===== src/rtl/fetch_ctrl.sv =====
// Instruction-fetch sequencer: owns the PC, drives the imem req/ack port and
// holds one fetched instruction for decode; handles stall, redirect and timeout.
module fetch_ctrl #(
  parameter logic [31:0] RESET_PC = 32'h0000_0000,
  parameter int unsigned MAX_WAIT = 15
) (
  input  logic        clk,
  input  logic        rst,
  input  logic        stall_i,
  input  logic        branch_flag_i,
  input  logic [31:0] branch_target_i,
  input  logic        flush_i,
  input  logic [31:0] flush_pc_i,
  output logic        imem_req_o,
  output logic [31:0] imem_addr_o,
  input  logic        imem_ack_i,
  input  logic [31:0] imem_rdata_i,
  output logic        inst_valid_o,
  output logic [31:0] inst_o,
  output logic [31:0] inst_pc_o,
  output logic [31:0] pc_o,
  output logic        ce_o,
  output logic        fetch_err_o
);

  typedef enum logic [1:0] {BOOT, IDLE, WAIT, ERR} state_t;

  localparam logic [7:0] WAIT_LAST = 8'(MAX_WAIT - 1);

  state_t      state;
  logic [31:0] pc;
  logic [31:0] redir_pc;
  logic [31:0] inst_q;
  logic [31:0] inst_pc_q;
  logic        kill;
  logic        ce_q;
  logic        valid_q;
  logic        err_q;
  logic [7:0]  wait_cnt;

  logic [31:0] redir_sel;
  logic [31:0] redir_tgt;
  logic        redir_en;
  logic        consume;

  // Flush outranks branch; a branch is meaningless once fetch has faulted.
  always_comb begin
    redir_sel = flush_i ? flush_pc_i : branch_target_i;
    redir_tgt = {redir_sel[31:2], 2'b00};
    redir_en  = flush_i || (branch_flag_i && (state != ERR));
    consume   = valid_q && !stall_i;
  end

  assign imem_req_o   = (state == WAIT);
  assign imem_addr_o  = pc;
  assign pc_o         = pc;
  assign ce_o         = ce_q;
  assign inst_valid_o = valid_q;
  assign inst_o       = inst_q;
  assign inst_pc_o    = inst_pc_q;
  assign fetch_err_o  = err_q;

  always_ff @(posedge clk or posedge rst) begin
    if (rst) begin
      state     <= BOOT;
      pc        <= RESET_PC;
      redir_pc  <= '0;
      inst_q    <= '0;
      inst_pc_q <= '0;
      kill      <= 1'b0;
      ce_q      <= 1'b0;
      valid_q   <= 1'b0;
      err_q     <= 1'b0;
      wait_cnt  <= '0;
    end else begin
      // Later assignments in the case (capture, redirect) override consumption.
      if (consume) valid_q <= 1'b0;

      unique case (state)
        BOOT: begin
          ce_q  <= 1'b1;
          state <= IDLE;
          if (redir_en) begin
            pc      <= redir_tgt;
            valid_q <= 1'b0;
          end
        end

        IDLE: begin
          if (redir_en) begin
            pc      <= redir_tgt;
            valid_q <= 1'b0;
          end else if (!valid_q || !stall_i) begin
            state    <= WAIT;
            wait_cnt <= '0;
          end
        end

        WAIT: begin
          if (imem_ack_i) begin
            state <= IDLE;
            kill  <= 1'b0;
            if (redir_en) begin
              pc      <= redir_tgt;
              valid_q <= 1'b0;
            end else if (kill) begin
              pc <= redir_pc;
            end else begin
              inst_q    <= imem_rdata_i;
              inst_pc_q <= pc;
              valid_q   <= 1'b1;
              pc        <= pc + 32'd4;
            end
          end else begin
            // Request must stay stable, so a redirect is parked until the ack.
            if (redir_en) begin
              kill     <= 1'b1;
              redir_pc <= redir_tgt;
              valid_q  <= 1'b0;
            end
            if (wait_cnt == WAIT_LAST) begin
              state <= ERR;
              err_q <= 1'b1;
            end else begin
              wait_cnt <= wait_cnt + 8'd1;
            end
          end
        end

        ERR: begin
          if (flush_i) begin
            pc      <= redir_tgt;
            err_q   <= 1'b0;
            kill    <= 1'b0;
            valid_q <= 1'b0;
            state   <= IDLE;
          end
        end

        default: state <= BOOT;
      endcase
    end
  end

endmodule


===== config.mk =====
export PLATFORM = sky130hd
export DESIGN_NAME = fetch_ctrl
export DESIGN_NICKNAME = d
export VERILOG_FILES = /design/src/rtl/fetch_ctrl.sv
export SDC_FILE = /design/constraint.sdc
export NUM_CORES = 1
export LEC_CHECK = 0
export BUFFER_PORTS_ARGS = -buffer_cell sky130_fd_sc_hd__buf_4
export CORE_AREA = 8 8 121 145
export CTS_CLUSTER_DIAMETER = 200
export DETAILED_ROUTE_END_ITERATION = 10
export DIE_AREA = 0 0 129 153
export GPL_ROUTABILITY_DRIVEN = 0
export HOLD_SLACK_MARGIN = 0.15
export PLACE_DENSITY = 0.74
export SYNTH_ARGS = -nofsm -noshare
export SYNTH_HDL_FRONTEND = slang
export SYNTH_SLANG_ARGS = --single-unit

===== constraint.sdc =====
create_clock -name clk -period 11.2 [get_ports clk]
set_clock_uncertainty 0.15 [all_clocks]
set_input_delay 2.24 -clock clk [delete_from_list [all_inputs] [get_ports clk]]
set_output_delay 2.24 -clock clk [all_outputs]
set_load 0.02 [all_outputs]

==> metrics.csv <==
stage,metric,value,unit
status,status,finished clean,
drt,routed_wl,19830,µm
setup_path,crit_type,in2reg,
cts,cts.root.buffer_cell,clkbuf_16,
synth,synth_top_family_by_area,multiplexers,
cts,cts_htree_levels,4,
floorplanning,die_x,129,µm
synth,async_reset_ff_frac,1.000,
drt,vias_per_cell,5.466,
synth,yosysMostFrequentCell,dfrtp_1,
timing,timing.fmax,217.5,MHz
drt,drcViolationCount,0,
worst_hold_path,hold_start,redir_pc[8],
timing,worst_pin_slew,0.9750,ns
setup_path,r2r_cells,6,
cts,clk_pin_slew,0.06,ns
setup_path,start_kind,input port,
setup_path,r2r_slack,8.12,ns
synth,synth_fa_ha_area_frac,0.01425,
finish,final_core_util,0.6024,
synth,ys_warn_count,0,
synth,synth_top_area_frac,0.4845,
cts,cts_resized,0,
global_routing,grt_pass1_vias,5897,
flow_run,maxCapViolCount,0,
finish,final-seq-area,3403,µm²
synth,synth_edf_count,0,
finish,syn_to_final_growth,31.46,%
finish,multi_input_area,3211,µm²
drt,vias,5903,
synth,yosys.area.top_type,dfrtp_1,
synth,synth_mux_area_frac,0.1543,
cts,cts_tree,done,
power,p_per_area,275.4,nW/µm²
setup_path,critPathCaptureType,flip-flop,
place,placed_cells,1049,
setup_path,r2r-end,imem_addr_o[24],
cts,post_cts_buffers,0,
drt,drt_iter0_markers,443,
place,pre_cts_slack,6.202,ns
timing,finalHoldViolations,0,
synth,synth_compound_area_frac,0.1427,
finish,postLayoutCellArea,9234,µm²
finish,nets,970,
synth,synthFlopType,dfrtp_1,
timing,period_share,0.4104,
place,dp_hpwl,14160,µm
worst_hold_path,hold_path_class,reg2reg,
synth,synthCells,677,
cts,hold_buffers,0,
synth,synth_seq_cells,136,
cts,clock_latency,0.42,ns
synth,yosys.area_share.xor_xnor,0.009975,
timing,setup_tns,0,ns
synth,synth.distinct_cells,60,
finish,fin_cells,1080,
synth,syn_avg_cell_area,10.38,µm²
worst_hold_path,hold_path_depth,2,
place,io_buffer_count,223,
synth,netlist_area,7024,µm²
floorplanning,fp-row-count,50,
synth,yosys.area_share.simple,0.1283,
global_routing,grt_max_degree,81,
floorplanning,die-area,19740,µm²
drt,dr.pass1.iters,5,
global_routing,antenna_found_initial,0,
synth,synthTopCellsByArea,"dfrtp_1, mux2_2, mux2i_1",
power,ir_drop,0.00009186,V
synth,synthTopCellsByCount,"dfrtp_1, mux2_2, o21ai_0",
power,p_leak,4.404,nW
floorplanning,die_h,153,µm
floorplanning,ioPinCount,234,
finish,nFillCells,1328,
finish,antenna_cells,0,
timing,slew_headroom,0.3500,
setup_path,worst-path-max-fanout,40,
timing,slew_viol_final,0,
global_routing,grt_usage,0.2022,
setup_path,cp_data_required_time,11.40,ns
drt,ant_nets,0,
worst_hold_path,worstHoldEndpoint,redir_pc[8],
synth,seq_area_frac_synth,0.4845,
setup_path,crit_arrival,4.79,ns
global_routing,grt-ovfl-total,0,
setup_path,r2r_start,kill,
timing,fin_crit,4.597,ns
timing,setup_ws,6.603,ns
drt,routedWlPerCell,18.36,µm
cts,clkSinkCount,136,
place,placed_area,8662,µm²
cts,cts.path.max_buffers,2,
finish,drive_gt1_frac,0.3807,
cts,cts_made_buffers,17,
floorplanning,core_area,15330,µm²
global_routing,grt_pass1_wl,31770,µm
floorplanning,start_util,0.4583,
timing,setup_viol,0,
timing,rsz0062_at_grt,no,
-- metal layers --
metal | global-route usage | up-vias | share of wire
met2 | 0.3367 | 227 | 0.49
met1 | 0.2443 | 2862 | 0.41
met3 | 0.05569 | 26 | 0.078
li1 | - | 2788 | -
met5 | 0 | - | 0
met4 | 0.07067 | 0 | 0.017
-- flip-flops by register name, summed over array words and instances, names as in the netlist --
| name | flops |
|---|---|
| state | 2 |
| wait_cnt | 8 |
| inst_pc_o | 30 |
| ce_o | 1 |
| kill | 1 |
| inst_o | 32 |
| inst_valid_o | 1 |
| redir_pc | 30 |
| imem_addr_o | 30 |
| fetch_err_o | 1 |
-- worst max-delay path by stage --
stage / cells past startpoint / to / slack (ns) / from
CTS: 6 / imem_addr_o[31] / 6.62 / flush_i
finish: 6 / imem_addr_o[31] / 6.60 / flush_i
global route: 6 / imem_addr_o[26] / 6.49 / flush_i
detailed placement: 6 / imem_addr_o[31] / 6.20 / flush_i
global placement: 6 / imem_addr_o[31] / 6.20 / flush_i
floorplan: 1 / ce_o / 5.17 / rst
-- area by class of cell --
type,instances,area share
Multi-Input combinational cell,461,0.3477
Inverter,13,0.005827
Timing Repair Buffer,231,0.1878
Clock inverter,12,0.01396
Clock buffer,19,0.04797
Tap cell,208,0.02818
Sequential cell,136,0.3686
-- placed cells by master, fill, tap and decap left out, types with 8 or more instances in the layout --
cell type / instances
a21oi_1: 35
buf_4: 231
clkbuf_16: 17
dfrtp_1: 136
ha_1: 8
inv_1: 12
mux2_2: 61
mux2i_1: 34
nand2_1: 54
nand3_1: 25
nand4_1: 9
nor2_1: 32
nor3_1: 9
o21ai_0: 60
or3_1: 8
-- metrics by stage --
stage	power, mW	hold WS (ns)
floorplan	1.573	0.2918
global placement	1.991	0.3033
detailed placement	2.017	0.3126
CTS	2.564	0.3285
global route	2.692	0.3424
finish	2.543	0.3267
-- worst max-delay path, cell delays in order --
cell	delay, ns
buf_4	0.52
nand2b_1	0.27
o311a_1	0.85
nand2_1	0.23
or4_1	0.57
nand3_1	0.11
-- logic make-up after synthesis --
group	after synthesis
compound gates	160
xor+xnor	8
fa+ha+maj	8
buf+inv	85
flops	136
mux	100
other cells	1
simple gates	179
-- power by group --
group          switching (mW)  internal [mW]
clock                   0.211          0.331
sequential              0.216          0.696
combinational           0.616          0.473
total                    1.04           1.50
Power figures use the tool's default switching activity.
